==> src/rtl/sr_seq_pkg.sv <==
`default_nettype none
// ============================================================================
// Module   : sr_seq_pkg
// Purpose  : Shared op encodings, FSM states and counter width for the
//            set/reset bank sequencer.
// Revision : 1.0
// ============================================================================
package sr_seq_pkg;

  localparam logic [1:0] OP_HOLD = 2'b00;
  localparam logic [1:0] OP_CLR  = 2'b01;
  localparam logic [1:0] OP_SET  = 2'b10;
  localparam logic [1:0] OP_ILL  = 2'b11;

  localparam int CNT_W = 4;

  typedef enum logic [1:0] {
    IDLE   = 2'd0,
    APPLY  = 2'd1,
    SETTLE = 2'd2
  } state_t;

endpackage : sr_seq_pkg
`default_nettype wire

==> src/rtl/rr_arb2.sv <==
`default_nettype none
// ============================================================================
// Module   : rr_arb2
// Purpose  : Two-input round-robin arbiter; priority flips only on contention.
// Revision : 1.0
// ============================================================================
module rr_arb2 (
  input  logic       clk,
  input  logic       rst_n,
  input  logic [1:0] i_req,
  input  logic       i_en,
  output logic [1:0] o_gnt
);

  logic r_prio_b;
  logic w_contend;

  assign w_contend = i_en && (i_req == 2'b11);

  always_comb begin
    o_gnt = 2'b00;
    if (i_en) begin
      if (i_req == 2'b11) begin
        o_gnt = r_prio_b ? 2'b10 : 2'b01;
      end else begin
        o_gnt = i_req;
      end
    end
  end

  always_ff @(posedge clk or negedge rst_n) begin
    if (!rst_n) begin
      r_prio_b <= 1'b0;
    end else if (w_contend) begin
      r_prio_b <= ~r_prio_b;
    end
  end

endmodule : rr_arb2
`default_nettype wire

==> src/rtl/sr_bank_sequencer.sv <==
`default_nettype none
// ============================================================================
// Module   : sr_bank_sequencer
// Purpose  : Set/reset bit bank shared by two requesters with a settle window.
// Revision : 1.0
// ============================================================================
module sr_bank_sequencer
  import sr_seq_pkg::*;
#(
  parameter int WIDTH      = 8,
  parameter int IDXW       = 3,
  parameter int SETTLE_CYC = 2
) (
  input  logic             clk,
  input  logic             rst_n,
  input  logic             i_a_valid,
  input  logic [1:0]       i_a_op,
  input  logic [IDXW-1:0]  i_a_idx,
  output logic             o_a_ready,
  input  logic             i_b_valid,
  input  logic [1:0]       i_b_op,
  input  logic [IDXW-1:0]  i_b_idx,
  output logic             o_b_ready,
  input  logic             i_clr_err,
  output logic [WIDTH-1:0] o_q,
  output logic [WIDTH-1:0] o_q_bar,
  output logic             o_done,
  output logic             o_err,
  output logic             o_err_flag,
  output logic             o_busy
);

  localparam logic [CNT_W-1:0] c_settle_last =
    (SETTLE_CYC > 0) ? CNT_W'(SETTLE_CYC - 1) : '0;
  localparam logic [IDXW:0]    c_width = (IDXW + 1)'(WIDTH);

  state_t            r_state;
  state_t            w_state_nxt;
  logic [CNT_W-1:0]  r_cnt;
  logic [1:0]        r_op;
  logic [IDXW-1:0]   r_idx;
  logic [WIDTH-1:0]  r_q;
  logic              r_done;
  logic              r_err;
  logic              r_err_flag;

  logic [1:0]        w_gnt;
  logic              w_acc;
  logic              w_ill;
  logic [WIDTH-1:0]  w_mask;
  logic [WIDTH-1:0]  w_q_nxt;

  rr_arb2 u_arb (
    .clk   (clk),
    .rst_n (rst_n),
    .i_req ({i_b_valid, i_a_valid}),
    .i_en  (r_state == IDLE),
    .o_gnt (w_gnt)
  );

  assign o_a_ready = w_gnt[0];
  assign o_b_ready = w_gnt[1];
  assign w_acc     = |w_gnt;

  always_ff @(posedge clk or negedge rst_n) begin
    if (!rst_n) begin
      r_state <= IDLE;
    end else begin
      r_state <= w_state_nxt;
    end
  end

  always_comb begin
    w_state_nxt = r_state;
    unique case (r_state)
      IDLE:    if (w_acc) w_state_nxt = APPLY;
      APPLY:   w_state_nxt = (SETTLE_CYC > 0) ? SETTLE : IDLE;
      SETTLE:  if (r_cnt == '0) w_state_nxt = IDLE;
      default: w_state_nxt = IDLE;
    endcase
  end

  // Loaded on entry to SETTLE so that SETTLE lasts exactly SETTLE_CYC cycles.
  always_ff @(posedge clk or negedge rst_n) begin
    if (!rst_n) begin
      r_cnt <= '0;
    end else if (r_state == APPLY) begin
      r_cnt <= c_settle_last;
    end else if (r_state == SETTLE && r_cnt != '0) begin
      r_cnt <= r_cnt - 1'b1;
    end
  end

  always_ff @(posedge clk or negedge rst_n) begin
    if (!rst_n) begin
      r_op  <= OP_HOLD;
      r_idx <= '0;
    end else if (w_acc) begin
      r_op  <= w_gnt[1] ? i_b_op  : i_a_op;
      r_idx <= w_gnt[1] ? i_b_idx : i_a_idx;
    end
  end

  assign w_ill  = (r_op == OP_ILL) || ({1'b0, r_idx} >= c_width);
  assign w_mask = WIDTH'(1) << r_idx;

  always_comb begin
    w_q_nxt = r_q;
    if (!w_ill) begin
      unique case (r_op)
        OP_HOLD: w_q_nxt = r_q;
        OP_CLR:  w_q_nxt = r_q & ~w_mask;
        OP_SET:  w_q_nxt = r_q | w_mask;
        default: w_q_nxt = r_q;
      endcase
    end
  end

  always_ff @(posedge clk or negedge rst_n) begin
    if (!rst_n) begin
      r_q        <= '0;
      r_done     <= 1'b0;
      r_err      <= 1'b0;
      r_err_flag <= 1'b0;
    end else begin
      r_done <= (r_state == APPLY);
      r_err  <= (r_state == APPLY) && w_ill;
      if (r_state == APPLY) begin
        r_q <= w_q_nxt;
      end
      // A clear that coincides with the error pulse is ignored so the set wins.
      if (r_state == APPLY && w_ill) begin
        r_err_flag <= 1'b1;
      end else if (i_clr_err && !r_err) begin
        r_err_flag <= 1'b0;
      end
    end
  end

  assign o_q        = r_q;
  assign o_q_bar    = ~r_q;
  assign o_done     = r_done;
  assign o_err      = r_err;
  assign o_err_flag = r_err_flag;
  assign o_busy     = (r_state != IDLE);

endmodule : sr_bank_sequencer
`default_nettype wire
==> config.mk <==
export PLATFORM = sky130hd
export DESIGN_NAME = sr_bank_sequencer
export DESIGN_NICKNAME = d
export VERILOG_FILES = /design/src/rtl/sr_seq_pkg.sv /design/src/rtl/rr_arb2.sv /design/src/rtl/sr_bank_sequencer.sv
export SDC_FILE = /design/constraint.sdc
export NUM_CORES = 1
export LEC_CHECK = 0
export ABC_CLOCK_PERIOD_IN_PS = 2230
export CORE_ASPECT_RATIO = 2
export CORE_MARGIN = 2
export CORE_UTILIZATION = 45
export CTS_CLUSTER_SIZE = 12
export DETAILED_ROUTE_END_ITERATION = 6
export GPL_TIMING_DRIVEN = 0
export PLACE_DENSITY = 0.85
export RECOVER_POWER = 100
export SLEW_MARGIN = 30
export SYNTH_ARGS = -nofsm -noshare
export SYNTH_HDL_FRONTEND = slang
export SYNTH_HIERARCHICAL = 1
export SYNTH_SLANG_ARGS = --single-unit
export TNS_END_PERCENT = 10
==> constraint.sdc <==
create_clock -name clk -period 2.23 [get_ports clk]
set_input_delay 0.446 -clock clk [delete_from_list [all_inputs] [get_ports clk]]
set_output_delay 0.446 -clock clk [all_outputs]
set_load 0.02 [all_outputs]
==> results.sh <==
export IMPL_ys_flop_type="dfrtp_1"
export IMPL_crit_family="flip-flops"
export IMPL_yosys_register_bits=23
export IMPL_synthSimpleGateAreaFrac_pct=16.6
export IMPL_synth_warning_count=6
export IMPL_cp_arrival_ps=1720
export IMPL_netlist_top_cell_by_area="dfrtp_1"
export IMPL_synth_edf_count=0
export IMPL_fin_ws_ps=63.9
export IMPL_gp_congestion=0.798
export IMPL_synth_top_area_share_pct=48.6
export IMPL_finalSetupViolations=0
export IMPL_yosys_area_share_xor_xnor_pct=0.739
export IMPL_clk_latency_ps=260
export IMPL_min_period_ps=2170
export IMPL_power_frac_comb_pct=50.4
export IMPL_clockRootBuffer="clkbuf_8"
export IMPL_clockBufferDepth=2
export IMPL_drtPass1Iterations=4
export IMPL_crit_required_ps=1780
export IMPL_p_clk_share_pct=12.4
export IMPL_grt_pass1_wl_mm=4.25
export IMPL_viasPerCell=5.32
export IMPL_layout_commonest_cell="dfrtp_1"
export IMPL_p_seq_share_pct=37.2
export IMPL_hold_path_class="in -> async"
export IMPL_netlist_area_sq_um=1180
export IMPL_wire_per_inst_microns=13.7
export IMPL_dieArea_sq_um=3080
export IMPL_wirelength_mm=2.58
export IMPL_synth_sequential_area_ratio_pct=48.6
export IMPL_rsz0062_at_grt="false"
export IMPL_crit_type="reg -> out"
export IMPL_die_h_microns=76.6
export IMPL_syn_area_per_cell_sq_um=9.96
export IMPL_antenna_found_initial=0
export IMPL_row_count=26
export IMPL_cts_tree="done"
export IMPL_clkTransAtPathRegs_ps=80
export IMPL_cpMaxStageDelayCell="dfrtp_2"
export IMPL_fin_crit_sh_pct=97.1
export IMPL_start_kind="flip-flop"
export IMPL_dpl_hpwl_mm=2.11
export IMPL_cts_htree_levels=1
export IMPL_grt_util_all_layers_pct=19.1
export IMPL_fin_worst_skew_ps=1.41
export IMPL_totalPowerFinal_mw=2.02
export IMPL_outcome="finished, final reports clean"
export IMPL_num_vias=1001
export IMPL_cts_buffers=3
export IMPL_critical_path_max_stage_delay_ps=500
export IMPL_drive_above_1_share_pct=11.9
export IMPL_cp_buffers_inverters=2
export IMPL_synthArstFlopShare_pct=100
export IMPL_grt_overflow_total=0
export IMPL_synth_compound_area_share_pct=16.5
export IMPL_synth_top_family_by_area="simple AND/OR/NAND/NOR gates"
export IMPL_leakage_nw=0.731
export IMPL_muxShareOfSynthArea_pct=6.44
export IMPL_numPortBuffers=36
export IMPL_p_per_area_nw_per_um2=1240
export IMPL_drt_iter0_markers=12
export IMPL_antenna_left=0
export IMPL_end_kind="output port"
export IMPL_tightest_slew_ps=1180
export IMPL_die_w_microns=40.3
export IMPL_p_int_mw=1.17
export IMPL_syn_num_nets=138
export IMPL_grt_max_degree=24
export IMPL_power_switching_uw=849
export IMPL_final_util_pct=64.2
export IMPL_tns_ps=0
export IMPL_drv_slew=0
export IMPL_pin_count=37
export IMPL_syn_inst=119
export IMPL_final_cell_mix="dfrtp_1, dlygate4sd3_1, inv_1"
export IMPL_path_max_fanout=14
export IMPL_cts_sinks=23
export IMPL_place_ws_ps=-202
export IMPL_areaGrowthSynthToFinish_pct=37.4
export IMPL_p_sw_share_pct=42.1
export IMPL_drc_errors=0
export IMPL_diodes=0
export IMPL_irDropWorstVdd_mv=0.700
export IMPL_synth_area_leaders="dfrtp_1, inv_1, a31o_2"
export IMPL_relSlewSlack_pct=21.4
export IMPL_floorplan_initialDensity_pct=46.7
export IMPL_core_sq_um=2540
export IMPL_whs_ps=402
export IMPL_maxCapViolCount=0
export IMPL_fmaxAchievable_mhz=462
export IMPL_final_hold_violation_count=0
export IMPL_nets=180
export IMPL_crit_path_cell_trace="or2_2 > inv_1 > nand2_1 > a21oi_2 > clkdlybuf4s15_1"
export IMPL_yosysUniqueCellTypes=36
export IMPL_grt_pass1_vias=1027
export IMPL_synth_fa_ha_area_share_pct=4.22
export IMPL_cts_hold_buf=0
[worst register-to-register path, stage by stage (launching register included)]
cell	delay [ps]
dfrtp_2	500
or2_2	350
inv_1	100
nand2_1	70
a21oi_2	130
clkbuf_1	350
mux2i_1	240
o21ai_0	100
[final timing paths]
check	start	to	slack, ps	cells past startpoint
setup / recovery	r_state[0]	o_a_ready	60	5
hold / removal	rst_n	o_err	400	1
setup reg to reg	r_state[0]	r_idx[1]	270	7
hold reg to reg	o_err_flag	o_err_flag	480	1
max in group asynchronous	rst_n	r_state[0]	1050	1
min in group clk	o_err_flag	o_err_flag	480	1
[power groups by stage]
stage	clock network [mW]	registers, mW	logic, mW
after detailed placement	0	0.744	1.08
after global placement	0	0.729	1.03
after global routing	0.275	0.780	1.12
after CTS	0.260	0.777	1.03
final	0.250	0.751	1.02
after floorplan	0	0.761	0.649
[routing by layer]
metal,GRT usage (%),vias up,part of all wire [%]
met2,34.0,29,59
met4,9.00,0,1.9
met3,0.875,6,3.4
li1,-,488,-
met5,0,-,0
met1,20.7,478,36
[logic make-up (layout without fill, tap and decap cells)]
kind of cell / count (synthesis) / after routing
adders and majority gates: 4 / 4
muxes: 7 / 7
xor gates and xnor gates: 1 / 1
DFF: 23 / 23
AOI/OAI and AO/OA: 30 / 30
and+or+nand+nor: 33 / 33
buffers and inverters: 21 / 62
[stage by stage]
stage	area [sq um]	cells
after floorplan	1190	119
after global placement	1580	183
after detailed placement	1580	183
after CTS	1620	185
after global routing	1630	188
final	1630	188
[area by class of cell]
class                      instances  area (sq um)
sequential                        23           577
buffer                             4          15.0
multi-input combinational         75           526
timing repair buffer              39           374
inverter                          15          56.3
clock buffer                       4          45.0
fill                             225           910
tap                               28          35.0
[synthesized netlist by cell type, drive strengths merged, types with 2 or more instances]
master and number:
nor2b 3, nor3 2, inv 15, nand3 3, o21ai 6, mux2 2, a22o 2, clkbuf 4
dfrtp 23, buf 2, nand2 12, a21oi 10, nor2 3, a31o 6, mux2i 5, ha 4
[repair_timing]
action                                  in CTS  in global routing
resized for setup                            7                  1
endpoints found under the hold margin        0                  0
endpoints found under the setup margin       3                  2
buffers inserted                             0                  3
Power figures use the tool's default switching activity.
